[src/rtl/axil_reg_bank_pkg.sv]
// Shared constants, FSM state types and sizing helpers for the AXI4-Lite register bank.
package axil_reg_bank_pkg;

  localparam logic [1:0] RESP_OKAY   = 2'b00;
  localparam logic [1:0] RESP_SLVERR = 2'b10;

  typedef enum logic {WR_IDLE, WR_RESP} wr_state_e;
  typedef enum logic {RD_IDLE, RD_DATA} rd_state_e;

  // Byte-address bits below the word index.
  function automatic int addr_lsb(input int data_w);
    return (data_w == 64) ? 3 : 2;
  endfunction

  function automatic int idx_w(input int num_regs);
    return (num_regs <= 2) ? 1 : $clog2(num_regs);
  endfunction

endpackage

[src/rtl/axil_reg_bank_wr_ch.sv]
// Write channel: independent AW/W capture, address decode, write FSM and B response.
// commit_o pulses for exactly one cycle when a write lands on a writable register.
module axil_reg_bank_wr_ch
  import axil_reg_bank_pkg::*;
#(
  parameter int C_DATA_W   = 32,
  parameter int C_ADDR_W   = 32,
  parameter int C_NUM_REGS = 16,
  parameter int C_NUM_RO   = 4,
  localparam int STRB_W    = C_DATA_W / 8,
  localparam int IDX_W     = idx_w(C_NUM_REGS)
) (
  input  logic                clk,
  input  logic                rst,
  input  logic [C_ADDR_W-1:0] awaddr,
  input  logic                awvalid,
  output logic                awready,
  input  logic [C_DATA_W-1:0] wdata,
  input  logic [STRB_W-1:0]   wstrb,
  input  logic                wvalid,
  output logic                wready,
  output logic [1:0]          bresp,
  output logic                bvalid,
  input  logic                bready,
  output logic                commit_o,
  output logic [IDX_W-1:0]    commit_idx_o,
  output logic [C_DATA_W-1:0] commit_data_o,
  output logic [STRB_W-1:0]   commit_strb_o
);

  localparam int ADDR_LSB = addr_lsb(C_DATA_W);
  localparam int NUM_RW   = C_NUM_REGS - C_NUM_RO;
  localparam logic [C_ADDR_W-1:0] ADDR_LIMIT = C_ADDR_W'(C_NUM_REGS) << ADDR_LSB;

  wr_state_e             state_q, state_d;
  logic                  awready_q, awready_d;
  logic                  wready_q, wready_d;
  logic                  bvalid_q, bvalid_d;
  logic [1:0]            bresp_q, bresp_d;
  logic [IDX_W-1:0]      aw_idx_q, aw_idx_d;
  logic                  aw_ok_q, aw_ok_d;
  logic [C_DATA_W-1:0]   w_data_q, w_data_d;
  logic [STRB_W-1:0]     w_strb_q, w_strb_d;

  logic                  aw_hs, w_hs, live_ok, cur_ok, commit;
  logic [IDX_W-1:0]      live_idx;

  // In WR_IDLE a dropped ready means that channel's beat is already held.
  always_comb begin
    aw_hs    = awvalid && awready_q;
    w_hs     = wvalid && wready_q;
    live_idx = awaddr[ADDR_LSB +: IDX_W];
    live_ok  = (awaddr < ADDR_LIMIT) && ({1'b0, live_idx} < (IDX_W+1)'(NUM_RW));
    cur_ok   = awready_q ? live_ok : aw_ok_q;
    commit   = (state_q == WR_IDLE) && (aw_hs || !awready_q) && (w_hs || !wready_q);

    commit_o      = commit && cur_ok;
    commit_idx_o  = awready_q ? live_idx : aw_idx_q;
    commit_data_o = wready_q ? wdata : w_data_q;
    commit_strb_o = wready_q ? wstrb : w_strb_q;

    state_d   = state_q;
    awready_d = awready_q;
    wready_d  = wready_q;
    bvalid_d  = bvalid_q;
    bresp_d   = bresp_q;
    aw_idx_d  = aw_idx_q;
    aw_ok_d   = aw_ok_q;
    w_data_d  = w_data_q;
    w_strb_d  = w_strb_q;

    case (state_q)
      WR_IDLE: begin
        if (aw_hs) begin
          aw_idx_d  = live_idx;
          aw_ok_d   = live_ok;
          awready_d = 1'b0;
        end
        if (w_hs) begin
          w_data_d = wdata;
          w_strb_d = wstrb;
          wready_d = 1'b0;
        end
        if (commit) begin
          state_d   = WR_RESP;
          awready_d = 1'b0;
          wready_d  = 1'b0;
          bvalid_d  = 1'b1;
          bresp_d   = cur_ok ? RESP_OKAY : RESP_SLVERR;
        end
      end
      WR_RESP: begin
        if (bready) begin
          state_d   = WR_IDLE;
          bvalid_d  = 1'b0;
          awready_d = 1'b1;
          wready_d  = 1'b1;
        end
      end
      default: state_d = WR_IDLE;
    endcase
  end

  always_ff @(posedge clk) begin
    if (rst) begin
      state_q   <= WR_IDLE;
      awready_q <= 1'b1;
      wready_q  <= 1'b1;
      bvalid_q  <= 1'b0;
      bresp_q   <= RESP_OKAY;
      aw_idx_q  <= '0;
      aw_ok_q   <= 1'b0;
      w_data_q  <= '0;
      w_strb_q  <= '0;
    end else begin
      state_q   <= state_d;
      awready_q <= awready_d;
      wready_q  <= wready_d;
      bvalid_q  <= bvalid_d;
      bresp_q   <= bresp_d;
      aw_idx_q  <= aw_idx_d;
      aw_ok_q   <= aw_ok_d;
      w_data_q  <= w_data_d;
      w_strb_q  <= w_strb_d;
    end
  end

  assign awready = awready_q;
  assign wready  = wready_q;
  assign bvalid  = bvalid_q;
  assign bresp   = bresp_q;

endmodule

[src/rtl/axil_reg_bank.sv]
// AXI4-Lite register bank: RW control registers, RO status registers, per-register write pulses.
// Define AXIL_REG_BANK_WSTRB_EN to add the s_axi_wstrb port and byte-granular writes.
// Handshake rule on every channel: a beat transfers on a rising edge where valid && ready.
module axil_reg_bank
  import axil_reg_bank_pkg::*;
#(
  parameter int                    C_DATA_W   = 32,
  parameter int                    C_ADDR_W   = 32,
  parameter int                    C_NUM_REGS = 16,
  parameter int                    C_NUM_RO   = 4,
  parameter logic [C_DATA_W-1:0]   C_RST_VAL  = '0,
  localparam int                   NUM_RW     = C_NUM_REGS - C_NUM_RO
) (
  input  logic                         s_axi_aclk,
  input  logic                         s_axi_areset,
  input  logic [C_ADDR_W-1:0]          s_axi_awaddr,
  input  logic                         s_axi_awvalid,
  output logic                         s_axi_awready,
  input  logic [C_DATA_W-1:0]          s_axi_wdata,
`ifdef AXIL_REG_BANK_WSTRB_EN
  input  logic [C_DATA_W/8-1:0]        s_axi_wstrb,
`endif
  input  logic                         s_axi_wvalid,
  output logic                         s_axi_wready,
  output logic [1:0]                   s_axi_bresp,
  output logic                         s_axi_bvalid,
  input  logic                         s_axi_bready,
  input  logic [C_ADDR_W-1:0]          s_axi_araddr,
  input  logic                         s_axi_arvalid,
  output logic                         s_axi_arready,
  output logic [C_DATA_W-1:0]          s_axi_rdata,
  output logic [1:0]                   s_axi_rresp,
  output logic                         s_axi_rvalid,
  input  logic                         s_axi_rready,
  output logic [NUM_RW*C_DATA_W-1:0]   ctrl_o,
  output logic [NUM_RW-1:0]            wr_pulse_o,
  input  logic [C_NUM_RO*C_DATA_W-1:0] status_i
);

  localparam int STRB_W   = C_DATA_W / 8;
  localparam int IDX_W    = idx_w(C_NUM_REGS);
  localparam int ADDR_LSB = addr_lsb(C_DATA_W);
  localparam logic [C_ADDR_W-1:0] ADDR_LIMIT = C_ADDR_W'(C_NUM_REGS) << ADDR_LSB;

  logic [STRB_W-1:0]   wstrb_int;
  logic                commit;
  logic [IDX_W-1:0]    commit_idx;
  logic [C_DATA_W-1:0] commit_data;
  logic [STRB_W-1:0]   commit_strb;

`ifdef AXIL_REG_BANK_WSTRB_EN
  assign wstrb_int = s_axi_wstrb;
`else
  assign wstrb_int = '1;
`endif

  axil_reg_bank_wr_ch #(
    .C_DATA_W   (C_DATA_W),
    .C_ADDR_W   (C_ADDR_W),
    .C_NUM_REGS (C_NUM_REGS),
    .C_NUM_RO   (C_NUM_RO)
  ) u_wr_ch (
    .clk           (s_axi_aclk),
    .rst           (s_axi_areset),
    .awaddr        (s_axi_awaddr),
    .awvalid       (s_axi_awvalid),
    .awready       (s_axi_awready),
    .wdata         (s_axi_wdata),
    .wstrb         (wstrb_int),
    .wvalid        (s_axi_wvalid),
    .wready        (s_axi_wready),
    .bresp         (s_axi_bresp),
    .bvalid        (s_axi_bvalid),
    .bready        (s_axi_bready),
    .commit_o      (commit),
    .commit_idx_o  (commit_idx),
    .commit_data_o (commit_data),
    .commit_strb_o (commit_strb)
  );

  logic [NUM_RW*C_DATA_W-1:0] ctrl_q, ctrl_d;
  logic [NUM_RW-1:0]          wr_pulse_q, wr_pulse_d;
  rd_state_e                  rd_state_q, rd_state_d;
  logic                       arready_q, arready_d;
  logic                       rvalid_q, rvalid_d;
  logic [C_DATA_W-1:0]        rdata_q, rdata_d;
  logic [1:0]                 rresp_q, rresp_d;
  logic [IDX_W-1:0]           rd_idx;
  logic                       rd_oor;
  logic [C_DATA_W-1:0]        rd_val;

  always_comb begin
    ctrl_d     = ctrl_q;
    wr_pulse_d = '0;
    for (int i = 0; i < NUM_RW; i++) begin
      if (commit && ({1'b0, commit_idx} == (IDX_W+1)'(i))) begin
        wr_pulse_d[i] = 1'b1;
        for (int b = 0; b < STRB_W; b++) begin
          if (commit_strb[b]) ctrl_d[i*C_DATA_W + b*8 +: 8] = commit_data[b*8 +: 8];
        end
      end
    end

    // Reads see ctrl_q, so a same-edge write is not yet visible.
    rd_idx = s_axi_araddr[ADDR_LSB +: IDX_W];
    rd_oor = s_axi_araddr >= ADDR_LIMIT;
    rd_val = '0;
    for (int i = 0; i < NUM_RW; i++) begin
      if ({1'b0, rd_idx} == (IDX_W+1)'(i)) rd_val = ctrl_q[i*C_DATA_W +: C_DATA_W];
    end
    for (int j = 0; j < C_NUM_RO; j++) begin
      if ({1'b0, rd_idx} == (IDX_W+1)'(NUM_RW + j)) rd_val = status_i[j*C_DATA_W +: C_DATA_W];
    end

    rd_state_d = rd_state_q;
    arready_d  = arready_q;
    rvalid_d   = rvalid_q;
    rdata_d    = rdata_q;
    rresp_d    = rresp_q;
    case (rd_state_q)
      RD_IDLE: begin
        if (s_axi_arvalid) begin
          rd_state_d = RD_DATA;
          arready_d  = 1'b0;
          rvalid_d   = 1'b1;
          rdata_d    = rd_oor ? '0 : rd_val;
          rresp_d    = rd_oor ? RESP_SLVERR : RESP_OKAY;
        end
      end
      RD_DATA: begin
        if (s_axi_rready) begin
          rd_state_d = RD_IDLE;
          arready_d  = 1'b1;
          rvalid_d   = 1'b0;
        end
      end
      default: rd_state_d = RD_IDLE;
    endcase
  end

  always_ff @(posedge s_axi_aclk) begin
    if (s_axi_areset) begin
      ctrl_q     <= {NUM_RW{C_RST_VAL}};
      wr_pulse_q <= '0;
      rd_state_q <= RD_IDLE;
      arready_q  <= 1'b1;
      rvalid_q   <= 1'b0;
      rdata_q    <= '0;
      rresp_q    <= RESP_OKAY;
    end else begin
      ctrl_q     <= ctrl_d;
      wr_pulse_q <= wr_pulse_d;
      rd_state_q <= rd_state_d;
      arready_q  <= arready_d;
      rvalid_q   <= rvalid_d;
      rdata_q    <= rdata_d;
      rresp_q    <= rresp_d;
    end
  end

  assign ctrl_o        = ctrl_q;
  assign wr_pulse_o    = wr_pulse_q;
  assign s_axi_arready = arready_q;
  assign s_axi_rvalid  = rvalid_q;
  assign s_axi_rdata   = rdata_q;
  assign s_axi_rresp   = rresp_q;

endmodule
[config.mk]
export PLATFORM = sky130hd
export DESIGN_NAME = axil_reg_bank
export DESIGN_NICKNAME = d
export VERILOG_FILES = /design/src/rtl/axil_reg_bank_pkg.sv /design/src/rtl/axil_reg_bank_wr_ch.sv /design/src/rtl/axil_reg_bank.sv
export SDC_FILE = /design/constraint.sdc
export NUM_CORES = 1
export LEC_CHECK = 0
export BUFFER_PORTS_ARGS = -buffer_cell sky130_fd_sc_hd__buf_2
export CAP_MARGIN = 20
export CORE_MARGIN = 4
export CORE_UTILIZATION = 30
export DETAILED_ROUTE_END_ITERATION = 16
export PLACE_DENSITY_LB_ADDON = 0.2
export SETUP_SLACK_MARGIN = 0.05
export SYNTH_ARGS = -nofsm -noshare
export SYNTH_HDL_FRONTEND = slang
export SYNTH_SLANG_ARGS = --single-unit
[constraint.sdc]
create_clock -name s_axi_aclk -period 4.5 [get_ports s_axi_aclk]
set_input_delay 0.225 -clock s_axi_aclk [delete_from_list [all_inputs] [get_ports s_axi_aclk]]
set_output_delay 0.225 -clock s_axi_aclk [all_outputs]
set_load 0.005 [all_outputs]
### Word-level counts from Yosys, hierarchy flattened

Cells that the tools add are included.

| word-level totals | value |
|---|---|
| bits in latches | 0 |
| memory bits (read-only) | 0 |
| output and inout port bits | 437 |
| input port bits | 231 |
| memories | 0 |
| register bits | 477 |
| bits in writable memories | 0 |

| operators by class | value |
|---|---|
| bitwise operators | 2 |
| add/sub/neg operators | 0 |
| mux-type cells | 57 |
| multiply operators | 0 |
| order comparisons | 3 |
| eq/ne operators | 32 |
| divide/modulo/power cells | 0 |
| reduce and logical (&&, ||, !) cells | 80 |
| shift-type cells | 0 |

Operators by type and width:

| kind | number |
|---|---|
| $mux 32 | 18 |
| $reduce_and 2->1 | 56 |
| $eq 4x4->1 const B | 12 |
| $eq 4x3->1 const B | 8 |
| $ge 32x7->1 const B | 1 |
| $lt 32x7->1 const B | 1 |
| $mux 1 | 28 |
| $logic_and 1x1->1 | 18 |
| $eq 4x2->1 const B | 4 |
| $pmux 1 s2 | 7 |
| $eq 4x1->1 const B | 2 |
| $logic_not 4->1 | 2 |
| $mux 4 | 2 |
| $ne 2x2->1 const B | 3 |
| $ne 3x1->1 const B | 2 |
| $lt 4x4->1 const B | 1 |
| $mux 2 | 2 |
| $logic_not 1->1 | 2 |
| $logic_or 1x1->1 | 2 |
| $ne 2x1->1 const B | 1 |
| $not 1->1 | 2 |

### Logic depth before layout (Yosys ltp)

Gate-level depths: netlist of run 1.

| logic depth | value |
|---|---|
| depth after elaboration | 18 |
| gate-level depth with buffers | 10 |
| depth with buffers taken out | 6 |

### By module

From an unflattened synthesis of run 1, not the netlist that was laid out.

| second synthesis, totals | value |
|---|---|
| cell total of the unflattened synthesis | 2911 |
| area, all modules | 22789.4 um2 |

By module, submodules not included:

| module | area each (um2) | instances | seq. area each (um2) | cells an instance |
|---|---|---|---|---|
| axil_reg_bank | 20529.7 | 1 | 8648.3 | 2653 |
| axil_reg_bank_wr_ch | 2259.7 | 1 | 920.9 | 258 |

### Worst setup path before layout of run 1

OpenSTA, ideal clock, no wires.

| timing path | value |
|---|---|
| kind | reg-to-reg |
| start point | reg u_wr_ch.awready_q (netlist: u_wr_ch.awready) |
| end point | reg ctrl_q[304] (netlist: ctrl_o[304]) |
| cell stages (with the launch flop) | 10 |
| data required time | 4.428 ns |
| buffers on the path | 3 |
| arrival time | 1.796 ns |
| path slack | 2.632 ns |
| library setup time | 0.072 ns |
| clock period less this slack | 1.868 ns |
| cells stage by stage | dfxtp_1 buf_2 buf_2 nand2_1 o32a_1 nor2_1 nand2_2 nor2_2 buf_6 mux2i_1 |

| between the ends | value |
|---|---|
| longest elaborated chain between the ends | 7 |
| elaborated cells on any way between the ends | 11 |
| those cells by class | eq/ne: 1; mux: 2; reduce/logical: 8 |

Ends and longest elaborated chain:

| element | RTL line | RTL |
|---|---|---|
| start: declaration | axil_reg_bank_wr_ch.sv:36 | `logic awready_q, awready_d;` |
| start signal: assignment | axil_reg_bank_wr_ch.sv:117 | `awready_q <= awready_d;` |
| $logic_and 1x1->1 or $logic_not 1->1 (tied branches) | axil_reg_bank_wr_ch.sv:50, axil_reg_bank_wr_ch.sv:55 |  |
| $logic_or 1x1->1 | axil_reg_bank_wr_ch.sv:55 | `commit = (state_q == WR_IDLE) && (aw_hs \|\| !awready_q) && (w_hs \|\| !wready_q);` |
| $logic_and 1x1->1 (2 in a row) | axil_reg_bank_wr_ch.sv:55 |  |
| $logic_and 1x1->1 | axil_reg_bank_wr_ch.sv:57 | `commit_o = commit && cur_ok;` |
| $logic_and 1x1->1 * | axil_reg_bank.sv:96 | `if (commit && ({1'b0, commit_idx} == (IDX_W+1)'(i))) begin` |
| $reduce_and 2->1 (no line) * | - |  |
| end signal: assignment | axil_reg_bank.sv:143 | `ctrl_q <= {NUM_RW{C_RST_VAL}};` |
| end signal: assignment | axil_reg_bank.sv:151 | `ctrl_q <= ctrl_d;` |
| end: declaration | axil_reg_bank.sv:81 | `logic [NUM_RW*C_DATA_W-1:0] ctrl_q, ctrl_d;` |

Mark *: on every way between the ends. The rest lies on a longest branch, timed or not.
A chain may end at the register's enable or synchronous reset.

### Worst setup path in the final report of run 1

| timing path | value |
|---|---|
| start point | reg u_wr_ch.wready_q (netlist: u_wr_ch.wready) |
| end point | reg ctrl_q[62] (netlist: ctrl_o[62]) |

| between the ends | value |
|---|---|
| longest elaborated chain between the ends | 6 |
| elaborated cells on any way between the ends | 9 |
| those cells by class | mux: 2; reduce/logical: 7 |

Ends and longest elaborated chain:

| element | RTL line | RTL |
|---|---|---|
| start: declaration | axil_reg_bank_wr_ch.sv:37 | `logic wready_q, wready_d;` |
| start signal: assignment | axil_reg_bank_wr_ch.sv:118 | `wready_q <= wready_d;` |
| $logic_and 1x1->1 or $logic_not 1->1 (tied branches) | axil_reg_bank_wr_ch.sv:51, axil_reg_bank_wr_ch.sv:55 |  |
| $logic_or 1x1->1 | axil_reg_bank_wr_ch.sv:55 |  |
| $logic_and 1x1->1 | axil_reg_bank_wr_ch.sv:55 |  |
| $logic_and 1x1->1 | axil_reg_bank_wr_ch.sv:57 |  |
| $logic_and 1x1->1 | axil_reg_bank.sv:96 |  |
| $reduce_and 2->1 (no line) | - |  |

Several ways; a longest one is shown, not always the timed one.

==> qor.yml, run 1 <==
sta:
  slew_headroom_pct: 28.9
  hold_viol: 0
  worst_slew_pin_slew_ns: 1.07
  hold_ws_ns: 0.0433
  maxSlewViolCount: 0
  finClkSkew_ns: 0.0210
  fin_ws_ns: 1.26
  rsz0062_at_grt: "false"
  setup_tns_ns: 0
  finalSetupViolCount: 0
  fmaxAchievable_mhz: 309
  finalCritPeriodShare_pct: 72.0
  period_needed_ns: 3.24
clock_network:
  cts_buffer_depth: 3
  post_cts.repair.setup_buffers: 0
  cts.repair.resized: 0
  cts-root-buf: "clkbuf_16"
  cts_tree: "yes"
  cts-buffers-inserted: 56
  htree_levels: 2
  cts_sinks: 475
  clkTransAtPathRegs_ns: 0.06
  clk_latency_ns: 0.62
final_layout:
  fillers: 7745
  multi_input_area_um2: 12200
  final_util_pct: 39.4
  synthToLayoutAreaGrowth_pct: 29.8
  drive_above_1_share_pct: 29.3
  seq_area_um2: 9510
  fin_cells: 4173
  final_area_um2: 29400
  nNetsFinal: 3383
synthesis:
  syn_inst: 2553
  yosysTopAreaCellShare_pct: 41.9
  syn-cell-area_um2: 22700
  seq_area_frac_synth_pct: 41.9
  yosysUniqueCellTypes: 66
  synthArstFlopShare_pct: 0
  synth_seq_cells: 475
  yosysWarningCount: 0
  ys_top_cells_by_area: "dfxtp_1, mux2i_1, nand3b_1"
  synth_area_leader_cell: "dfxtp_1"
  synth_flop_cell: "dfxtp_1"
  synth_edf_count: 0
  syn_area_per_cell_um2: 8.89
detailed_routing:
  vias_per_cell: 5.45
  ant_nets: 0
  drc: 0
  dr_total_vias: 22700
  drtPass1Iterations: 5
  drt-initial-drc-count: 2194
  drt_wl_total_mm: 121
  wl_per_cell_um: 29.1
setup_path:
  cp_data_arrival_time_ns: 3.69
  setup.worst_path.end_class: "flip-flop"
  start_kind: "flip-flop"
  worstPathRequired_ns: 4.95
  path_class: "flip-flop to flip-flop"
  regToRegSetupSlack_ns: 1.26
  timing.rr.start: "u_wr_ch.wready"
  startpoint: "u_wr_ch.wready"
  r2r_end: "ctrl_o[62]"
  worstPathMaxFanout: 64
  r2r_cells: 5
worst_hold_path:
  min_from: "s_axi_awaddr[19]"
  hp-class: "primary input to flip-flop"
  hold_path_depth: 5
  holdPathEnd: "u_wr_ch.aw_ok_q"
die:
  core_um2: 74700
  die_area_um2: 80100
  initial_core_util_pct: 30.4
  pin_count: 668
  die_w_um: 283
  row_count: 100
  die_y_um: 283
placed_design:
  post-dp-hpwl_mm: 86.6
  placed_cells_incl_taps: 4008
  pre_cts_slack_ns: 1.31
  globalplace.congestion: 0.905
  postPlaceCellArea_um2: 26900
  io_buffers: 661
power_and_ir_drop:
  ir_drop_mv: 0.292
  p_per_area_nw_per_um2: 349
  leakage_nw: 12.0
  power_mw: 10.3
global_routing:
  grt_max_degree: 126
  grt_use_total_pct: 28.8
  grt-ovfl-total: 0
  grt_pass1_vias: 21800
  antenna_found_initial: 11
  grt_pass1_wl_mm: 170
run_status:
  status: "completed"
flow_run:
  drv_cap: 0
==> where the power goes <==
| group | switching, mW | internal (mW) | leakage [nW] |
|---|---|---|---|
| sequential | 0.0415 | 4.24 | 3.83 |
| combinational | 0.671 | 0.358 | 7.23 |
| clock | 1.97 | 3.01 | 0.982 |
| total | 2.68 | 7.60 | 12.0 |
==> how the worst max path moves through the flow <==
stage                              to  slack [ns]  cells past startpoint
after floorplan           ctrl_o[304]        2.63                      9
final                      ctrl_o[62]        1.26                      5
after CTS                  ctrl_o[33]        1.30                      5
after detailed placement   ctrl_o[33]        1.31                      5
after global placement     ctrl_o[57]        1.37                      6
after global routing       ctrl_o[35]        0.97                      6
==> metal layers <==
layer  vias up  part of all wire [%]  routed length [µm]  track usage [%]
met5         -                 0.019                  23                0
li1      10300                     -                   -                -
met3       160                   9.0               10900             7.51
met4         4                   2.7                3270             7.49
met1     11200                    43               52300             38.5
met2      1046                    45               54900             46.3
==> synthesized netlist by cell type, types with 22 or more instances <==
cell type  count
dfxtp_1      475
mux2i_1      272
o21ai_0      272
nand2b_1     201
nand3b_1     197
nand2_1      181
clkbuf_1     172
nor2_1       154
a21oi_1      152
buf_2         46
a22oi_1       42
or2_2         34
nand3_1       30
o221ai_1      25
o22ai_1       24
mux4_2        22
==> critical path, stage by stage, from the launching register on <==
cell,delay [ns]
dfxtp_4,0.92
nor2_1,0.24
nor2_1,0.49
nand3_4,0.81
nand3b_1,0.37
o21ai_0,0.12
==> state kept, by name, summed over array words and instances, names as in the netlist, 4 cells and up <==
register and cells:
ctrl_o 384, s_axi_rdata 32, u_wr_ch.aw_idx_q 4, u_wr_ch.w_data_q 32, wr_pulse_o 12
==> cell type report <==
| type | instances | area share (%) |
|---|---|---|
| Multi-Input combinational cell | 1816 | 41.4 |
| Clock buffer | 79 | 5.60 |
| Antenna cell | 7 | 0.0595 |
| Tap cell | 969 | 4.12 |
| Sequential cell | 475 | 32.3 |
| Timing Repair Buffer | 790 | 15.2 |
| Inverter | 13 | 0.166 |
| Clock inverter | 24 | 1.16 |
==> cells by family after synthesis <==
| kind of cell | synth area share, % |
|---|---|
| AO/OA/AOI/OAI | 17.4 |
| buffers and inverters | 5.13 |
| flip-flops | 41.9 |
| multiplexers | 14.7 |
| other | 0.0165 |
| AND/OR/NAND/NOR | 20.9 |
==> timing repair <==
action,4_1_cts,5_1_grt
setup endpoints to repair,0,0
hold buffers,54,0
endpoints found under the hold margin,53,0
==> layout by cell type (no fill, tap or decap), types with 14 or more instances in the layout <==
cell / instances
buf_2: 657
nand3b_1: 197
mux2i_1: 272
buf_4: 72
o22ai_1: 24
dfxtp_1: 474
nor2_1: 148
a22oi_1: 42
or2_2: 34
mux4_2: 22
a311oi_1: 16
nand2_1: 180
nand3_1: 24
clkbuf_16: 58
o21ai_0: 272
nand2b_1: 199
o221ai_1: 25
a21oi_1: 152
a22o_1: 14
dlygate4sd3_1: 54
Note: power is estimated with default switching activity, not from simulation.
==> run 2, diff against run 1 <==
--- a/config.mk
+++ b/config.mk
@@ -5,6 +5,7 @@
 export SDC_FILE = /design/constraint.sdc
 export NUM_CORES = 1
 export LEC_CHECK = 0
+export ABC_AREA = 1
 export BUFFER_PORTS_ARGS = -buffer_cell sky130_fd_sc_hd__buf_2
 export CAP_MARGIN = 20
 export CORE_MARGIN = 4
==> constraint.sdc (replaced) <==
create_clock -name s_axi_aclk -period 3.4 [get_ports s_axi_aclk]
set_input_delay 0.17 -clock s_axi_aclk [delete_from_list [all_inputs] [get_ports s_axi_aclk]]
set_output_delay 0.17 -clock s_axi_aclk [all_outputs]
set_load 0.005 [all_outputs]
==> run 2 against run 1 <==
  * Power rose by 32%
  * Synthesized cell count rose by 26%
  * Global-route usage fell by 0.70 points
  * Critical endpoint is now s_axi_rdata[27]
  * Largest power group unchanged
==> qor.yml, run 2 <==
placed_design:
  pre_cts_slack_ns: 0.539  # -0.769 ns
  post-dp-hpwl_mm: 83.8  # -3.2%
  io_buffers: 661  # unchanged
  postPlaceCellArea_um2: 25900  # -3.7%
  globalplace.congestion: 0.944  # +4.3%
  placed_cells_incl_taps: 4648  # +16%
final_layout:
  largest_register_ffs: 384  # unchanged
  final_common_cell: "nand2_1"
  final_util_pct: 40.5  # +1.1 points
  drive_above_1_share_pct: 22.7  # -6.6 points
  nNetsFinal: 4107  # +21%
  multi_input_area_um2: 10200  # -16%
  synthToLayoutAreaGrowth_pct: 33.8
  fin_cells: 4872  # +17%
  final_area_um2: 29000  # -1.6%
  seq_area_um2: 9510  # about the same
  layout_common_cells: "nand2_1, buf_2, a21oi_1"
  fillers: 7719  # -0.34%
clock_network:
  cts_buffer_depth: 3  # unchanged
  cts-root-buf: "clkbuf_16"
  cts-buffers-inserted: 56  # unchanged
  htree_levels: 2  # unchanged
  cts_tree: "yes"
  cts.repair.resized: 0  # unchanged
  cts_sinks: 475  # unchanged
  post_cts.repair.setup_buffers: 0  # unchanged
  clk_latency_ns: 0.62  # about the same
  clkTransAtPathRegs_ns: 0.06  # about the same
synthesis:
  synthArstFlopShare_pct: 0  # unchanged
  synth_seq_cells: 475  # unchanged
  syn-cell-area_um2: 21700  # -4.5%
  syn_area_per_cell_um2: 6.75  # -24%
  synth_area_leader_cell: "dfxtp_1"
  yosys-top-cells-count: "nand2_1, a21oi_1, dfxtp_1"
  ys_top_cells_by_area: "dfxtp_1, nand2_1, a21oi_1"
  syn_inst: 3211  # +26%
  seq_area_frac_synth_pct: 43.9  # +2.0 points
  yosysUniqueCellTypes: 34  # -48%
  yosysTopAreaCellShare_pct: 43.9  # +2.0 points
  synth_most_common_cell: "nand2_1"
  synth_flop_cell: "dfxtp_1"
  yosysWarningCount: 0  # unchanged
  synth_edf_count: 0  # unchanged
sta:
  hold_viol: 0  # unchanged
  finClkSkew_ns: 0.0191  # -0.00192 ns
  maxSlewViolCount: 0  # unchanged
  hold_ws_ns: 0.0426  # -0.000762 ns
  rsz0062_at_grt: "true"
  finalCritPeriodShare_pct: 95.5
  slew_headroom_pct: 35.6  # +6.7 points
  worst_slew_pin_slew_ns: 0.964  # -0.103 ns
  fmaxAchievable_mhz: 308
  finalSetupViolCount: 0  # unchanged
  setup_tns_ns: 0  # unchanged
  fin_ws_ns: 0.153  # -1.11 ns
  period_needed_ns: 3.25
die:
  die_area_um2: 76600  # -4.4%
  initial_core_util_pct: 30.3  # -0.076 points
  pin_count: 668  # unchanged
  die_y_um: 277  # -2.2%
  die_w_um: 277  # -2.2%
  core_um2: 71500  # -4.3%
  row_count: 98  # -2.0%
global_routing:
  grt-ovfl-total: 0  # unchanged
  antenna_found_initial: 2  # -9
  grt_use_total_pct: 28.1  # -0.70 points
  grt_pass1_vias: 23500  # +8.1%
  grt_pass1_wl_mm: 164  # -3.7%
  grt_max_degree: 96  # -24%
power_and_ir_drop:
  ir_drop_mv: 0.349  # +20%
  power_frac_clock_pct: 46.8  # -1.6 points
  p_per_area_nw_per_um2: 468  # +34%
  switchingPower_mw: 3.74  # +40%
  intPower_mw: 9.81  # +29%
  power_frac_seq_pct: 42.0  # +0.4 points
  comb_power_share_pct: 11.3  # +1.3 points
  power_mw: 13.5  # +32%
  p_sw_share_pct: 27.6  # +1.5 points
  leakage_nw: 12.3  # +1.9%
flow_run:
  drv_cap: 0  # unchanged
setup_path:
  cp_data_arrival_time_ns: 3.71  # +0.02 ns
  start_kind: "primary input"
  worstPathRequired_ns: 3.87  # -1.08 ns
  setup.worst_path.end_class: "flip-flop"
  worstPathMaxFanout: 16  # -75%
  path_class: "primary input to flip-flop"
detailed_routing:
  drc: 0  # unchanged
  drt_wl_total_mm: 113  # -6.5%
  vias_per_cell: 5.15  # -5.6%
  drtPass1Iterations: 6  # +1
  ant_nets: 0  # unchanged
  dr_total_vias: 25100  # +10%
  wl_per_cell_um: 23.3  # -20%
  drt-initial-drc-count: 2547  # +16%
worst_hold_path:
  hp-class: "primary input to flip-flop"
run_status:
  status: "completed"
[run 2: power by group through the flow]
stage / clock [mW] / sequential (mW) / combinational, mW
after global routing: 6.66 / 5.69 / 1.64
after floorplan: 0 / 5.81 / 0.726
after global placement: 0 / 5.81 / 1.41
after detailed placement: 0 / 5.81 / 1.41
final: 6.34 / 5.69 / 1.53
after CTS: 6.44 / 5.69 / 1.52
[run 2: worst max-delay path, cell delays in order]
cell and delay (ns):
buf_2 0.17, inv_1 0.07, nor2_1 0.20, nand2_1 0.36
inv_2 0.40, buf_4 0.32, nand2_1 0.08, nand2_1 0.11
nand4_1 0.17, nor3_1 0.29, nand4_1 0.12, dlygate4sd3_1 0.58
nand2_1 0.06, dlygate4sd3_1 0.54, a21oi_1 0.06
[run 2: routing by layer]
layer  wire length (µm)  GRT usage [%]  vias to the layer above
li1                   -              -                    11900
met2              52800           46.0                     1036
met5                  0              0                        -
met1              47400           36.7                    11900
met4               4440           9.80                        0
met3               8760           5.99                      202
[run 2: worst paths after layout]
kind	from	end	slack, ns	cells past startpoint
setup reg to reg	ctrl_o[82]	s_axi_rdata[18]	0.40	12
hold reg to reg	u_wr_ch.bresp[1]	u_wr_ch.bresp[1]	0.45	2
hold / removal	status_i[98]	s_axi_rdata[2]	0.04	5
setup / recovery	s_axi_araddr[4]	s_axi_rdata[27]	0.15	15
[run 2: repair_timing]
action / in CTS / in global routing
hold buffers: 120 / 0
endpoints found under the hold margin: 78 / 0
endpoints found under the setup margin: 0 / 1
[run 2: final cells by class]
type | instances | share of cell area (%)
diodes | 1 | 0.00864
clock buffers | 76 | 5.38
clock inverters | 27 | 1.12
inverters | 238 | 3.11
multi-input cells | 2238 | 35.3
flip-flops and latches | 475 | 32.8
well taps | 950 | 4.10
repair buffers | 867 | 18.1
[run 2: logic make-up (layout without fill, tap and decap cells)]
logic type	count (synthesis)	count (layout)	synth area share (%)
AND/OR/NAND/NOR	1495	1495	29.6
buffers and inverters	499	1208	9.17
other	1	3	0.0173
AO/OA/AOI/OAI	741	741	17.3
flip-flops	475	475	43.9
==> run 3, diff against run 2 <==
--- a/config.mk
+++ b/config.mk
@@ -8,9 +8,9 @@
 export ABC_AREA = 1
 export BUFFER_PORTS_ARGS = -buffer_cell sky130_fd_sc_hd__buf_2
 export CAP_MARGIN = 20
-export CORE_MARGIN = 4
-export CORE_UTILIZATION = 30
+export CORE_AREA = 4 4 260 262
 export DETAILED_ROUTE_END_ITERATION = 16
+export DIE_AREA = 0 0 264 266
 export PLACE_DENSITY_LB_ADDON = 0.2
 export SETUP_SLACK_MARGIN = 0.05
 export SYNTH_ARGS = -nofsm -noshare
==> run 3 against run 2 <==
  * Setup slack improved by 0.054 ns
  * Maximum frequency rose by 1.7%
  * First-iteration DRC count down 1.6%
==> qor.yml, run 3 (same netlist as run 2, synthesis figures left out) <==
run_status:
  status: "completed"
setup_path:
  r2r_end: "s_axi_rdata[31]"
  r2r_cells: 12  # unchanged
  worstPathRequired_ns: 3.87  # about the same
  setup.worst_path.end_class: "flip-flop"
  regToRegSetupSlack_ns: 0.23  # -0.17 ns
  worstPathMaxFanout: 6  # -10
  cp_data_arrival_time_ns: 3.66  # -0.05 ns
  timing.rr.start: "ctrl_o[95]"
  path_class: "primary input to flip-flop"
  start_kind: "primary input"
clock_network:
  cts_tree: "yes"
  cts-buffers-inserted: 56  # unchanged
  clk_latency_ns: 0.61  # about the same
  cts_buffer_depth: 3  # unchanged
  cts_sinks: 475  # unchanged
  cts-root-buf: "clkbuf_16"
  clkTransAtPathRegs_ns: 0.06  # about the same
  htree_levels: 2  # unchanged
global_routing:
  grt_use_total_pct: 29.3  # +1.2 points
  grt_pass1_wl_mm: 158  # -3.7%
  grt-ovfl-total: 0  # unchanged
  antenna_found_initial: 8  # +6
  grt_max_degree: 153  # +59%
  grt_pass1_vias: 23000  # -2.3%
final_layout:
  final_util_pct: 44.1  # +3.5 points
  multi_input_area_um2: 10200  # +0.13%
  largest_register_ffs: 384  # unchanged
  final_common_cell: "nand2_1"
  seq_area_um2: 9510  # unchanged
  synthToLayoutAreaGrowth_pct: 33.0
  drive_above_1_share_pct: 22.6  # -0.13 points
  fillers: 6987  # -9.5%
  layout_common_cells: "nand2_1, buf_2, a21oi_1"
  nNetsFinal: 4114  # +0.17%
detailed_routing:
  drc: 0  # unchanged
  dr_total_vias: 25200  # +0.43%
  ant_nets: 0  # unchanged
  drt-initial-drc-count: 2505  # -1.6%
  wl_per_cell_um: 23.0  # -1.1%
  vias_per_cell: 5.25  # +2.1%
  drt_wl_total_mm: 110  # -2.7%
  drtPass1Iterations: 5  # -1
power_and_ir_drop:
  intPower_mw: 9.56  # -2.6%
  power_frac_clock_pct: 45.4  # -1.4 points
  leakage_nw: 12.2  # -0.29%
  switchingPower_mw: 3.63  # -3.1%
  ir_drop_mv: 0.440  # +26%
  p_per_area_nw_per_um2: 457  # -2.2%
  power_frac_seq_pct: 43.2  # +1.2 points
  comb_power_share_pct: 11.4  # about the same
  p_sw_share_pct: 27.5  # -0.10 points
sta:
  fmaxAchievable_mhz: 313  # +1.7%
  maxSlewViolCount: 0  # unchanged
  rsz0062_at_grt: "true"
  hold_viol: 0  # unchanged
  slew_headroom_pct: 25.1  # -11 points
  finalSetupViolCount: 0  # unchanged
  finalCritPeriodShare_pct: 93.9  # -1.6 points
  finClkSkew_ns: 0.0205  # +0.00142 ns
  period_needed_ns: 3.19  # -0.0542 ns
  setup_tns_ns: 0  # unchanged
  worst_slew_pin_slew_ns: 1.12  # +0.153 ns
placed_design:
  globalplace.congestion: 0.980  # +3.8%
  post-dp-hpwl_mm: 80.2  # -4.2%
  io_buffers: 661  # unchanged
die:
  row_count: 94  # -4.1%
  initial_core_util_pct: 33.1  # +2.8 points
  die_w_um: 264  # -4.6%
  die_area_um2: 70200  # -8.3%
  die_y_um: 266  # -3.9%
  core_um2: 65400  # -8.5%
  pin_count: 668  # unchanged
worst_hold_path:
  holdPathEnd: "s_axi_rdata[8]"
  hp-class: "primary input to flip-flop"
  min_from: "status_i[8]"
  hold_path_depth: 5  # unchanged
flow_run:
  drv_cap: 0  # unchanged
-- run 3: cell types whose count changed in the layout (fill, tap and decap cells not counted), moves of 3 or more --
| cell | previous run | this run |
|---|---|---|
| clkbuf_1 | 13 | 18 |
| inv_6 | 4 | 1 |
| buf_12 | 7 | 4 |
| clkbuf_8 | 7 | 18 |
| buf_4 | 78 | 85 |
| dlygate4sd3_1 | 120 | 123 |
| bufinv_16 | 7 | 0 |
| clkinv_2 | 16 | 5 |
| diode_2 | 1 | 4 |
-- run 3: what timing repair did --
| item | in CTS | in global routing |
|---|---|---|
| buffers inserted | 0 | 4 |
| gates resized for setup | 0 | 3 |
| setup endpoints to repair | 0 | 5 |
| hold endpoints to repair | 78 | 0 |
| hold buffers | 123 | 0 |
-- run 3: worst max-delay path: stages --
cell and delay (ns):
buf_2 0.13, inv_1 0.07, nand2_1 0.30, nor2_1 0.26, nand2_1 0.11, nand3_1 0.08
nor2_1 0.15, nand4_1 0.19, nor2_1 0.39, nand4_1 0.15, nor2_1 0.23, nand4_1 0.11
dlygate4sd3_1 0.57, nand2_1 0.09, dlygate4sd3_1 0.58, a21oi_1 0.07
-- run 3: per-stage QoR --
stage                     power, mW  instances  cell area, µm²  setup WS [ns]  hold slack [ns]
after floorplan                6.53       3212           21700           1.38            0.295
after global placement         7.19       4561           25700          0.581            0.410
after detailed placement       7.20       4561           25700          0.557            0.416
after CTS                      13.3       4784           28800          0.218         0.000366
after global routing           13.6       4790           28800         0.0393           0.0507
final                          13.2       4793           28800          0.207           0.0651
-- run 3: power by group through the flow --
stage          clock [mW]  combinational, mW  sequential [mW]
6_report             5.98               1.51             5.69
5_1_grt              6.29               1.61             5.70
4_1_cts              6.09               1.49             5.69
3_5_place_dp            0               1.38             5.82
3_3_place_gp            0               1.38             5.81
2_1_floorplan           0              0.726             5.81
-- run 3: worst max path at each step --
stage               slack [ns]               to            start
floorplan                 1.38      ctrl_o[194]  u_wr_ch.awready
global placement          0.58  s_axi_rdata[14]  s_axi_araddr[3]
detailed placement        0.56  s_axi_rdata[14]  s_axi_araddr[3]
CTS                       0.22  s_axi_rdata[27]  s_axi_araddr[3]
global route              0.04   s_axi_rdata[6]  s_axi_araddr[3]
finish                    0.21  s_axi_rdata[31]  s_axi_araddr[3]
-- run 3: cell type report --
| cell class | instances | share of cell area [%] |
|---|---|---|
| multi-input combinational | 2239 | 35.6 |
| sequential | 475 | 33.0 |
| timing repair buffer | 873 | 18.3 |
| clock buffer | 93 | 6.08 |
| tap | 864 | 3.75 |
| inverter | 238 | 3.14 |
| clock inverter | 7 | 0.174 |
| antenna | 4 | 0.0347 |
-- run 3: metal layers --
| layer | vias to the layer above | share of wire [%] | wire length (µm) | global-route usage [%] |
|---|---|---|---|---|
| li1 | 11900 | - | - | - |
| met5 | - | 0 | 0 | 0 |
| met1 | 11900 | 41 | 45500 | 38.6 |
| met2 | 1190 | 47 | 51500 | 47.9 |
| met4 | 0 | 4.1 | 4530 | 10.7 |
| met3 | 215 | 8.0 | 8820 | 5.87 |
